[src/rtl/ram_program_loader.sv]
// Bus-side program loader: streams bytes into the CPU RAM through the MAR/RAM
// strobes while holding the CPU core in reset.
module ram_program_loader #(
   parameter  int unsigned RAM_BYTES = 16,
   localparam int unsigned ADDR_W    = $clog2(RAM_BYTES),
   localparam int unsigned CNT_W     = $clog2(RAM_BYTES + 1),
   localparam int unsigned DATA_W    = 8
) (
   input  logic              clk,
   input  logic              rst,
   input  logic              start,
   input  logic [DATA_W-1:0] in_data,
   input  logic              in_valid,
   input  logic              in_last,
   output logic              in_ready,
   output logic [DATA_W-1:0] bus_out,
   output logic              bus_oe,
   output logic              n_load_addr,
   output logic              n_load_data,
   output logic              n_write,
   output logic              cpu_hold,
   output logic              busy,
   output logic              done,
   output logic [CNT_W-1:0]  byte_count
);

   typedef enum logic [2:0] {
      S_IDLE,
      S_WAIT,
      S_ADDR,
      S_DATA,
      S_WRITE,
      S_DONE
   } state_t;

   state_t              state_q, state_d;
   logic [ADDR_W-1:0]   addr_q, addr_d;
   logic [DATA_W-1:0]   data_q, data_d;
   logic                last_q, last_d;
   logic [CNT_W-1:0]    count_d;

   logic                in_ready_d;
   logic [DATA_W-1:0]   bus_out_d;
   logic                bus_oe_d;
   logic                n_load_addr_d;
   logic                n_load_data_d;
   logic                n_write_d;
   logic                busy_d;
   logic                done_d;

   // State and datapath registers
   always_ff @(posedge clk or posedge rst) begin
      if (rst) begin
         state_q    <= S_IDLE;
         addr_q     <= '0;
         data_q     <= '0;
         last_q     <= 1'b0;
         byte_count <= '0;
      end else begin
         state_q    <= state_d;
         addr_q     <= addr_d;
         data_q     <= data_d;
         last_q     <= last_d;
         byte_count <= count_d;
      end
   end

   // Next-state and datapath updates
   always_comb begin
      state_d = state_q;
      addr_d  = addr_q;
      data_d  = data_q;
      last_d  = last_q;
      count_d = byte_count;
      case (state_q)
         S_IDLE: begin
            if (start) begin
               state_d = S_WAIT;
               addr_d  = '0;
               count_d = '0;
            end
         end
         S_WAIT: begin
            if (in_valid && in_ready) begin
               data_d  = in_data;
               last_d  = in_last;
               state_d = S_ADDR;
            end
         end
         S_ADDR:  state_d = S_DATA;
         S_DATA:  state_d = S_WRITE;
         S_WRITE: begin
            count_d = byte_count + CNT_W'(1);
            // The last RAM location ends the load; the address never wraps.
            if (last_q || (addr_q == ADDR_W'(RAM_BYTES - 1))) begin
               state_d = S_DONE;
            end else begin
               addr_d  = addr_q + ADDR_W'(1);
               state_d = S_WAIT;
            end
         end
         S_DONE:  state_d = S_IDLE;
         default: state_d = S_IDLE;
      endcase
   end

   // Output decode from the next state, so every output is a flop
   always_comb begin
      in_ready_d    = 1'b0;
      bus_out_d     = '0;
      bus_oe_d      = 1'b0;
      n_load_addr_d = 1'b1;
      n_load_data_d = 1'b1;
      n_write_d     = 1'b1;
      busy_d        = (state_d != S_IDLE);
      done_d        = 1'b0;
      case (state_d)
         S_WAIT:  in_ready_d = 1'b1;
         S_ADDR: begin
            bus_oe_d      = 1'b1;
            bus_out_d     = DATA_W'(addr_d);
            n_load_addr_d = 1'b0;
         end
         S_DATA: begin
            bus_oe_d      = 1'b1;
            bus_out_d     = data_d;
            n_load_data_d = 1'b0;
         end
         S_WRITE: n_write_d = 1'b0;
         S_DONE:  done_d    = 1'b1;
         default: ;
      endcase
   end

   // Registered outputs; reset releases the bus and the core immediately
   always_ff @(posedge clk or posedge rst) begin
      if (rst) begin
         in_ready    <= 1'b0;
         bus_out     <= '0;
         bus_oe      <= 1'b0;
         n_load_addr <= 1'b1;
         n_load_data <= 1'b1;
         n_write     <= 1'b1;
         cpu_hold    <= 1'b0;
         busy        <= 1'b0;
         done        <= 1'b0;
      end else begin
         in_ready    <= in_ready_d;
         bus_out     <= bus_out_d;
         bus_oe      <= bus_oe_d;
         n_load_addr <= n_load_addr_d;
         n_load_data <= n_load_data_d;
         n_write     <= n_write_d;
         cpu_hold    <= busy_d;
         busy        <= busy_d;
         done        <= done_d;
      end
   end

endmodule

[config.mk]
export PLATFORM = sky130hd
export DESIGN_NAME = ram_program_loader
export DESIGN_NICKNAME = d
export VERILOG_FILES = /design/src/rtl/ram_program_loader.sv
export SDC_FILE = /design/constraint.sdc
export NUM_CORES = 1
export LEC_CHECK = 0
export CAP_MARGIN = 20
export CELL_PAD_IN_SITES_DETAIL_PLACEMENT = 0
export CELL_PAD_IN_SITES_GLOBAL_PLACEMENT = 1
export CORE_ASPECT_RATIO = 0.8
export CORE_UTILIZATION = 41
export CTS_BUF_LIST = sky130_fd_sc_hd__clkbuf_8
export DETAILED_ROUTE_END_ITERATION = 6
export MAX_ROUTING_LAYER = met4
export PLACE_DENSITY = 0.92
export SYNTH_ARGS = -nofsm -noshare
export SYNTH_HDL_FRONTEND = slang
export SYNTH_SLANG_ARGS = --single-unit
[constraint.sdc]
create_clock -name clk -period 3.6 [get_ports clk]
set_input_delay 0.72 -clock clk [delete_from_list [all_inputs] [get_ports clk]]
set_output_delay 0.72 -clock clk [all_outputs]
set_load 0.02 [all_outputs]
After elaboration in Yosys (flattened, before gate mapping)

Cells that the tools add are included.

Register bits: 36
Latch bits: 0
Memory bits (writable): 0
Bits in read-only memories: 0
Input bits: 13
Logic and storage cells: 52
Memories kept: 0

$add $sub $neg: 2
Multiply operators: 0
Divide/modulo/power cells: 0
Magnitude comparators: 0
Equality and inequality tests: 11
Shift operators: 0
Mux-type cells: 18
Bitwise operators: 0
Reduce and logical (&&, ||, !) cells: 8

Operators by type and width:

| kind                                           | number |
|---|---|
| two-way mux 8 bit                              | 2 |
| one-hot mux 8 bit (2 select lines)             | 1 |
| one-hot mux 3 bit (5 select lines)             | 1 |
| == test 3 x 2 -> 1 bit (second input constant) | 4 |
| one-hot mux 5 bit (2 select lines)             | 1 |
| == test 3 bit (second input constant)          | 3 |
| two-way mux 3 bit                              | 3 |
| two-way mux 4 bit                              | 2 |
| one-hot mux 4 bit (2 select lines)             | 1 |
| == test 3 x 1 -> 1 bit (second input constant) | 2 |
| two-way mux 1 bit                              | 6 |
| adder 5 x 1 -> 5 bit (second input constant)   | 1 |
| two-way mux 5 bit                              | 1 |
| adder 4 x 1 -> 4 bit (second input constant)   | 1 |
| == test 4 bit (second input constant)          | 1 |
| AND reduction 2 bit                            | 2 |
| zero test 3 bit                                | 1 |
| nonzero test 3 bit                             | 1 |
| inequality test 2 bit (second input constant)  | 1 |
| nonzero test 2 bit                             | 1 |
| OR reduction 2 bit                             | 1 |
| logical AND 1 bit                              | 1 |
| logical OR 1 bit                               | 1 |

Depth between registers and ports, before layout

Gate-level depths: netlist (run 1).

Word-level depth: 7
Gate-level depth with buffers: 5
Mapped depth without buffers: 5

Least setup slack after synthesis (run 1)

Ideal clock, no wire load.

Path kind: input port to flip-flop
Start: input in_valid
End: register data_q[4]
Setup time: 0.125 ns
Arrival time: 1.716 ns
Slack: 1.759 ns
Cell stages on the path: 4
Cell sequence: nand2_1 > nor4b_4 > buf_2 > mux2_2

Word-level cells in the longest chain between the ends: 3

RTL lines:

| item                 | line | RTL |
|---|---|---|
| from (decl)          | 13   | `input logic in_valid,` |
| logical AND 1 bit    | 84   | `if (in_valid && in_ready) begin` |
| two-way mux 8 bit    | 84   |  |
| two-way mux 8 bit    | 75   | `case (state_q)` |
| named net data_d[4]  | 38   | `logic [DATA_W-1:0] data_q, data_d;` |
| to (signal assigned) | 62   | `data_q <= data_d;` |
| to (decl)            | 38   |  |

The timed path passes the listed nets, and every way through them passes these cells.
A chain may end at the register's enable or synchronous reset.

Worst setup path in the final report (run 1)

Start: input in_valid
End: register data_q[5]

The elaborated chain is that of the path after synthesis.

==> results of run 1 <==
[worst register-to-register path, stage by stage, from the launching register on]
cell and delay [ns]:
dfrtp_1 0.57, nor4b_4 0.79, mux2_2 0.42
[cells in the final DEF (no fill, tap or decap), drive strengths merged, types with 2 or more instances in the layout]
| cell type | synthesis | layout |
|---|---|---|
| dfrtp | 33 | 33 |
| clkdlybuf4s50 | 0 | 33 |
| nand2 | 10 | 10 |
| o21ai | 10 | 10 |
| nor2 | 9 | 9 |
| mux2 | 9 | 9 |
| clkbuf | 1 | 6 |
| and3 | 5 | 5 |
| inv | 4 | 4 |
| a22o | 4 | 4 |
| nand3 | 3 | 3 |
| xor2 | 3 | 3 |
| mux2i | 3 | 3 |
| dfstp | 3 | 3 |
| nor2b | 2 | 2 |
| a31oi | 2 | 2 |
| ha | 2 | 2 |
| clkinv | 0 | 2 |
| nor4b | 2 | 2 |
[report_power, final]
part / total, mW / switching, mW / internal (mW)
clock: 0.288 / 0.136 / 0.152
sequential: 0.633 / 0.103 / 0.530
combinational: 0.461 / 0.226 / 0.234
[metal layers]
metal  GRT usage  vias to the layer above
met5           -                        -
met4      0.0629                        0
met3      0.0562                        4
met2       0.261                       19
met1       0.217                      491
li1            -                      479
[layout make-up]
class	count	area share
multi-input combinational	73	0.280
clock buffer	6	0.0424
tap	42	0.0270
clock inverter	2	0.00514
timing repair buffer	34	0.174
inverter	4	0.00771
sequential	36	0.465
[flip-flops by register name, indices dropped and copies added (netlist names)]
register and count:
in_ready 1, n_load_addr 1, byte_count 5, n_load_data 1, last_q 1, busy 1
data_q 8, addr_q 4, done 1, n_write 1, bus_out 8, state_q 3
bus_oe 1
[stage by stage]
step / instances / setup slack [ns]
6_report: 197 / 1.37
5_1_grt: 197 / 1.27
3_3_place_gp: 189 / 1.12
3_5_place_dp: 189 / 1.06
2_1_floorplan: 118 / 1.76
4_1_cts: 197 / 1.36
[path summary, 6_finish.rpt]
kind / end / slack [ns]
hold / removal: bus_out[3] / 0.50
setup reg to reg: data_q[5] / 1.71
setup / recovery: data_q[5] / 1.37
max in group asynchronous: n_load_data / 2.40
hold reg to reg: bus_out[3] / 0.50
min in group asynchronous: busy / 0.86
[cell families after synthesis]
family / count (synthesis) / share of synthesized area
AO/OA/AOI/OAI: 18 / 0.0791
XOR/XNOR: 3 / 0.0175
adder cells (fa/ha/maj): 2 / 0.0167
buffers and inverters: 9 / 0.0358
flip-flops: 36 / 0.602
multiplexers: 12 / 0.0899
AND/OR/NAND/NOR: 38 / 0.159
==> impl_results.md, run 1 <==
- Global placer's final weighted congestion: 0.722
- Remaining max-slew budget at the tightest pin: 0.470
- Pleak: 0.883 nW
- Synth-to-Final Area Change: 29.6%
- Instance count along the most critical hold path: 2
- GRT Resource Usage Total: 0.172
- Cell area after synthesis: 0.00150 sq mm
- H-tree depth: 2
- Worst path bufs/invs: 1
- Number of max-cap violations: 0
- Library cell with the largest summed area after synthesis: dfrtp_1
- Transition time of the tightest slew-check pin: 0.792 ns
- Final worst path period need: 2.23 ns
- Number of global-route vias before repair: 1,025
- Clock skew: 0.00654 ns
- M1 WL: 1290 microns
- Hpwl dp: 2030 microns
- Clk buf depth: 2
- Number of synthesis warnings: 0
- Vias per cell: 5.04
- Total CTS buffers: 5
- Ant diodes: 0
- Buffer cell driving the clock tree root: clkbuf_8
- Total negative setup slack: 0 ns
- Commonest register cell after synthesis: dfrtp_1
- Dominant delay contributor by cell family on the critical path: simple AND/OR/NAND/NOR gates
- Async set or reset register ratio after synthesis: 1.00
- Clock sink total: 36
- Critical Path Start: in_valid
- Final net count: 169
- Antenna violations before repair: 0
- Die area: 0.00391 sq mm
- DR iter-0 viols: 32
- Part of the Yosys area used for sequential elements: 0.602
- TritonRoute pass-1 iters: 4
- Setup repair after global routing missed its margin: false
- Top sig layer: met4
- FF+latch area: 905 sq um
- Input/output buffers: 33
- Final Power: 1.38 mW
- Post-route ant nets: 0
- Clock slew at reported path FFs: 0.07 ns
- Number of core rows: 19
- Pin count of the biggest net entering global routing: 37
- Post-Syn Nets: 133
- EDFF count, synth: 0
- Post-Synthesis Mean Instance Area: 12.7 sq um
- Core Footprint: 0.00347 sq mm
- Required time at the endpoint of the critical path: 3.77 ns
- Global-route wire length before repair: 4900 microns
- Power density normalized to cell area: 710 mW/mm^2
- Startpoint of the worst-slack reg-to-reg timing path: state_q[1]
- Cell type of the slowest stage on the worst timing path: nor4b_4
- Cells taking the most area after synthesis: dfrtp_1, mux2_2, dfstp_2, o21ai_0, a22o_1
- Number of vias after detailed routing: 993
- Area of the multi-input gates: 544 sq um
- Detail-routed net length per standard cell: 14.3 microns
- Cell chain of the critical path: clkdlybuf4s50_1 > nand2_1 > nor4b_4 > mux2_2
- Num ports: 34
- #FFs+latches synth: 36
- Global route overflow: 0
- Most frequent cell after synthesis: dfrtp_1
- Category of the worst setup path capture point: flop
- Area share of the leading cell type in the synthesized netlist: 0.550
- Insertion delay of the later-clocked pin in the worst-skew pair: 0.28 ns
- Final non-filler cell area: 0.00195 sq mm
- Final-layout worst hold slack: 0.503 ns
- Distinct cell type count after synthesis: 33
- Die boundary width: 69.7 microns
- Largest fanout on the critical path: 14
- Max rail drop VDD: 332 uV
- Crit path kind: in -> reg
- Stage delay of the slowest cell on the critical path: 0.69 ns
- HP Start: data_q[3]
- Synth top cells by count: dfrtp_1, nand2_1, nor2_1, o21ai_0, mux2_2
- Initial cell density of the core: 0.433
- Final clock period utilization by the worst path: 0.620
- Status: finished, final reports clean
- Post-DP Area: 0.00185 sq mm
- Total length of routed wires: 2820 microns
- Highest Clock Rate: 448 MHz
- Metal3 WL: 122 microns
- Path class of the lowest-slack min-delay path: reg -> reg
- CTS hold repair buffers: 0
- Post-synthesis instance total: 118
- Post CTS Setup Buffer Count: 0
- Clock tree from TritonCTS: built
- Utilization after layout: 0.561
- Crit path arrival time: 2.40 ns
- Reg2Reg Depth: 2
- Share of final-layout standard cells stronger than drive strength 1: 0.181
- Wire length on met2: 1370 microns
- Number of stages on the worst setup path: 4
- Critical path startpoint category: primary input
- Number of endpoints failing setup at the final stage: 0
- Number of gates resized after CTS: 0
- Final Max Tran Viols: 0
- Final hold vios: 0
- DRC viols: 0
- Die extent in y: 56.2 microns
- Fillers: 287
Power figures use the tool's default switching activity.
==> run 2, diff against run 1 <==
clock period = 2.3 ns   (was 3.6 ns; I/O delays follow)
==> impl_results.md, run 2 (synthesized netlist as in run 1, its figures left out) <==
- Status: finished, final reports clean (unchanged)
- Power density normalized to cell area: 1090 mW/mm^2 (was 710 mW/mm^2)
- Critical path startpoint category: flop (was primary input)
- Highest-count cells in the layout ignoring fill and taps: dfrtp_1, clkdlybuf4s50_1, nand2_1, nor2_1, o21ai_0 (unchanged)
- Die area: 0.00391 sq mm (unchanged)
- Post-DP Area: 0.00188 sq mm (was 0.00185 sq mm)
- Synth-to-Final Area Change: 30.2% (was 29.6%)
- Largest fanout on the critical path: 1 (was 14)
- GRT Resource Usage Total: 0.158 (was 0.172)
- Pleak: 0.899 nW (was 0.883 nW)
- Number of max-cap violations: 0 (unchanged)
- Ant diodes: 0 (unchanged)
- Number of vias after detailed routing: 1,012 (was 993)
- Setup repair after global routing missed its margin: false (unchanged)
- Largest registers: bus_out x8, data_q x8, byte_count x5 (unchanged)
- Cell type of the slowest stage on the worst timing path: clkdlybuf4s50_1 (was nor4b_4)
- Total CTS buffers: 5 (unchanged)
- Insertion delay of the later-clocked pin in the worst-skew pair: 0.28 ns (about the same)
- Final net count: 172 (was 169)
- Clock slew at reported path FFs: 0.06 ns (was 0.07 ns)
- Vias per cell: 5.06 (was 5.04)
- Fillers: 287 (unchanged)
- Highest Clock Rate: 544 MHz
- Final-layout worst hold slack: 0.500 ns (was 0.503 ns)
- Final hold vios: 0 (unchanged)
- Global route overflow: 0 (unchanged)
- Cell chain of the critical path: clkdlybuf4s50_1 (was clkdlybuf4s50_1 > nand2_1 > nor4b_4 > mux2_2)
- Pin count of the biggest net entering global routing: 37 (unchanged)
- Antenna violations before repair: 0 (unchanged)
- H-tree depth: 2 (unchanged)
- Path class of the lowest-slack min-delay path: reg -> reg (unchanged)
- Input/output buffers: 33 (unchanged)
- Transition time of the tightest slew-check pin: 0.484 ns (was 0.792 ns)
- Required time at the endpoint of the critical path: 1.84 ns (was 3.77 ns)
- Stage delay of the slowest cell on the critical path: 0.60 ns (was 0.69 ns)
- Die extent in y: 56.2 microns (unchanged)
- Hpwl dp: 2010 microns (was 2030 microns)
- Num ports: 34 (unchanged)
- Detail-routed net length per standard cell: 13.6 microns (was 14.3 microns)
- Number of global-route vias before repair: 1,049 (was 1,025)
- Clock tree from TritonCTS: built (unchanged)
- Final clock period utilization by the worst path: 0.799
- Crit path arrival time: 1.38 ns (was 2.40 ns)
- Worst path bufs/invs: 1 (unchanged)
- Initial cell density of the core: 0.433 (unchanged)
- Final worst path period need: 1.84 ns
- Global-route wire length before repair: 4690 microns (was 4900 microns)
- Category of the worst setup path capture point: output pin (was flop)
- Final non-filler cell area: 0.00196 sq mm (was 0.00195 sq mm)
- Remaining max-slew budget at the tightest pin: 0.677 (was 0.470)
- Clock skew: 0.00633 ns (was 0.00654 ns)
- Number of gates resized after CTS: 0 (unchanged)
- Final Max Tran Viols: 0 (unchanged)
- TritonRoute pass-1 iters: 5 (was 4)
- Buffer cell driving the clock tree root: clkbuf_8 (unchanged)
- Dominant delay contributor by cell family on the critical path: buffers and inverters (was simple AND/OR/NAND/NOR gates)
- Total length of routed wires: 2730 microns (was 2820 microns)
- Number of core rows: 19 (unchanged)
- DRC viols: 0 (unchanged)
- Die boundary width: 69.7 microns (unchanged)
- Post-route ant nets: 0 (unchanged)
- Clk buf depth: 2 (unchanged)
- Max rail drop VDD: 502 uV (was 332 uV)
- Number of endpoints failing setup at the final stage: 0 (unchanged)
- Share of final-layout standard cells stronger than drive strength 1: 0.177 (was 0.181)
- CTS hold repair buffers: 0 (unchanged)
- Core Footprint: 0.00347 sq mm (unchanged)
- Clock sink total: 36 (unchanged)
- DR iter-0 viols: 92 (was 32)
- Crit path kind: reg -> out (was in -> reg)
- Post CTS Setup Buffer Count: 0 (unchanged)
- Global placer's final weighted congestion: 0.744 (was 0.722)
- Total negative setup slack: 0 ns (unchanged)
-- run 2: worst paths after layout --
path,start,end,slack [ns],cells after the start
hold / removal,data_q[3],bus_out[3],0.50,2
min in group asynchronous,rst,data_q[4],0.58,3
hold reg to reg,data_q[3],bus_out[3],0.50,2
setup / recovery,n_load_addr,n_load_addr,0.46,1
max in group asynchronous,rst,n_load_data,1.36,3
setup reg to reg,state_q[2],bus_out[1],0.55,4
-- run 2: report_power, final --
part | internal, mW | leakage [nW] | switching [mW]
Combinational | 0.390 | 0.385 | 0.352
Sequential | 0.830 | 0.462 | 0.163
Clock | 0.201 | 0.0519 | 0.196
Total | 1.42 | 0.899 | 0.712
-- run 2: area by class of cell --
cell class              count  area, sq um  area share
clock buffers               5         68.8      0.0352
clock inverters             3         11.3     0.00575
inverters                   4         15.0     0.00767
multi-input cells          73          544       0.278
flip-flops and latches     36          905       0.462
well taps                  42         52.6      0.0269
repair buffers             37          360       0.184
-- run 2: routing by layer --
metal,vias up,track usage,wire (microns)
met5,-,-,0
met4,0,0.0400,17
met3,4,0.0562,127
met2,27,0.251,1350
met1,497,0.194,1230
li1,484,-,-
-- run 2: stage by stage --
stage	instances	setup WS, ns	power, mW	util
final	200	0.462	2.13	0.564
after floorplan	118	0.658	1.48	-
after CTS	200	0.451	2.15	0.564
after global placement	192	0.321	1.71	0.541
after global routing	200	0.422	2.26	0.564
after detailed placement	192	0.304	1.75	0.541
-- run 2: worst reg2reg max path: stages (launching register included) --
cell	delay (ns)
dfrtp_1	0.57
nor3b_4	0.42
nand2_2	0.12
mux2_4	0.32
a22o_1	0.20
==> run 3, diff against run 2 <==
CORE_UTILIZATION = 37   (was 41)
PLACE_DENSITY = 0.89   (was 0.92)
clock period = 1.56 ns   (was 2.3 ns; I/O delays follow)
==> impl_results.md, run 3 (synthesized netlist as in run 1, its figures left out) <==
- Final worst path period need: 1.54 ns
- Global route overflow: 0 (unchanged)
- Sw Share: 0.333 (was 0.334)
- Fillers: 354 (was 287)
- Number of endpoints failing setup at the final stage: 0 (unchanged)
- Remaining max-slew budget at the tightest pin: 0.791 (was 0.677)
- Clock sink total: 36 (unchanged)
- Crit path kind: in -> reg (was reg -> out)
- Post-route ant nets: 0 (unchanged)
- Path class of the lowest-slack min-delay path: in -> async (was reg -> reg)
- Finished Layout Cells: 225 (was 200)
- Relative contribution of sequential cells to total power: 0.415 (was 0.466)
- Share of final-layout standard cells stronger than drive strength 1: 0.282 (was 0.177)
- H-tree depth: 2 (unchanged)
- Hpwl dp: 2170 microns (was 2010 microns)
- Final clock period utilization by the worst path: 0.990
- Number of max-cap violations: 0 (unchanged)
- TritonRoute pass-1 iters: 4 (was 5)
- Number of placed instances with taps included: 216 (was 192)
- Reg2Reg Depth: 4 (unchanged)
- Highest-count cells in the layout ignoring fill and taps: dfrtp_1, clkdlybuf4s50_1, buf_4 (was dfrtp_1, clkdlybuf4s50_1, nand2_1, nor2_1, o21ai_0)
- Detail-routed net length per standard cell: 13.2 microns (was 13.6 microns)
- Max rail drop VDD: 608 uV (was 502 uV)
- Critical path startpoint category: primary input (was flop)
- Pin count of the biggest net entering global routing: 37 (unchanged)
- Status: finished, final reports clean (unchanged)
- Ant diodes: 0 (unchanged)
- Core Footprint: 0.00385 sq mm (was 0.00347 sq mm)
- Transition time of the tightest slew-check pin: 0.312 ns (was 0.484 ns)
- Num ports: 34 (unchanged)
- Switching power total: 1.14 mW (was 712 uW)
- Clk pwr share: 0.190 (was 0.186)
- Power density normalized to cell area: 1600 mW/mm^2 (was 1090 mW/mm^2)
- Number of vias after detailed routing: 1,060 (was 1,012)
- Final Max Tran Viols: 0 (unchanged)
- Buffer cell driving the clock tree root: clkbuf_8 (unchanged)
- Clock tree from TritonCTS: built (unchanged)
- Clock skew: 0.00327 ns (was 0.00633 ns)
- Number of global-route vias before repair: 1,046 (was 1,049)
- GRT Resource Usage Total: 0.165 (was 0.158)
- Total CTS buffers: 5 (unchanged)
- DR iter-0 viols: 55 (was 92)
- Largest fanout on the critical path: 10 (was 1)
- Crit path arrival time: 1.71 ns (was 1.38 ns)
- Input/output buffers: 33 (unchanged)
- Cell internal pwr: 2.28 mW (was 1.42 mW)
- Number of core rows: 20 (was 19)
- Largest registers: bus_out x8, data_q x8, byte_count x5 (unchanged)
- Initial cell density of the core: 0.390 (was 0.433)
- Die extent in y: 59 microns (was 56.2 microns)
- Setup repair after global routing missed its margin: true (was false)
- Die boundary width: 73.3 microns (was 69.7 microns)
- Total length of routed wires: 2970 microns (was 2730 microns)
- Global placer's final weighted congestion: 0.784 (was 0.744)
- Most frequent standard cell in the layout excluding fill and tap cells: dfrtp_1
- Global-route wire length before repair: 4930 microns (was 4690 microns)
- Pleak: 1.03 nW (was 0.899 nW)
- Insertion delay of the later-clocked pin in the worst-skew pair: 0.28 ns (about the same)
- Category of the worst setup path capture point: flop (was output pin)
- Highest Clock Rate: 647 MHz
- Clock slew at reported path FFs: 0.07 ns (was 0.06 ns)
- Vias per cell: 4.71 (was 5.06)
- Comb pwr share: 0.395 (was 0.348)
- Clk buf depth: 2 (unchanged)
- Final net count: 184 (was 172)
- DRC viols: 0 (unchanged)
- Synth-to-Final Area Change: 42.2% (was 30.2%)
- Utilization after layout: 0.555 (was 0.564)
- Final hold vios: 0 (unchanged)
- Die area: 0.00432 sq mm (was 0.00391 sq mm)
- Required time at the endpoint of the critical path: 1.73 ns (was 1.84 ns)
- Antenna violations before repair: 0 (unchanged)
- CTS hold repair buffers: 0 (unchanged)
==> run 3: critical path: stages <==
cell and delay [ns]:
clkdlybuf4s50_1 0.47, nand2_2 0.09, nor4b_4 0.30, buf_6 0.19
mux2_2 0.35
==> run 3: final cells by class <==
cell class,instances,area [sq um],area share
Clock buffer,6,82.6,0.0386
Clock inverter,2,7.51,0.00351
Inverter,4,15.0,0.00703
Multi-Input combinational cell,73,593,0.278
Sequential cell,36,908,0.425
Tap cell,55,68.8,0.0322
Timing Repair Buffer,49,462,0.216
==> run 3: per-stage QoR <==
| stage | cell area, sq um | setup TNS [ns] | setup slack, ns | hold WS [ns] | power (mW) |
|---|---|---|---|---|---|
| 2_1_floorplan | 1520 | 0 | 0.0136 | 0.429 | 2.21 |
| 3_3_place_gp | 2010 | -3.76 | -0.257 | 0.486 | 2.69 |
| 3_5_place_dp | 2010 | -4.31 | -0.295 | 0.484 | 2.76 |
| 4_1_cts | 2090 | 0 | 0.00338 | 0.383 | 3.38 |
| 5_1_grt | 2140 | -0.108 | -0.0167 | 0.433 | 3.63 |
| 6_report | 2140 | 0 | 0.0150 | 0.377 | 3.43 |
==> run 3: worst paths after layout <==
check / startpoint / endpoint / slack, ns
worst max-delay path: in_valid / data_q[6] / 0.02
worst min-delay path: rst / bus_out[5] / 0.38
worst max register to register: state_q[1] / data_q[6] / 0.02
worst min register to register: data_q[3] / bus_out[3] / 0.50
max in group asynchronous: rst / n_load_addr / 0.92
min in group clk: data_q[3] / bus_out[3] / 0.50
==> run 3: per-layer routing <==
metal  vias up  wire length (microns)  GRT usage
li1        511                      -          -
met1       520                   1400      0.199
met2        25                   1410      0.254
met3         4                    128     0.0612
met4         0                     38     0.0588
met5         -                      0          -
==> run 3: power by group through the flow <==
stage | combinational, mW | sequential [mW] | clock, mW
CTS | 1.31 | 1.41 | 0.667
finish | 1.35 | 1.42 | 0.651
global route | 1.47 | 1.45 | 0.712
global placement | 1.29 | 1.40 | 0
detailed placement | 1.33 | 1.42 | 0
floorplan | 0.692 | 1.52 | 0
==> run 3: timing repair <==
item                                    CTS  global route
endpoints found under the setup margin   11            17
pin swaps                                 0             0
setup buffers                             0             1
gates resized for setup                  11            12
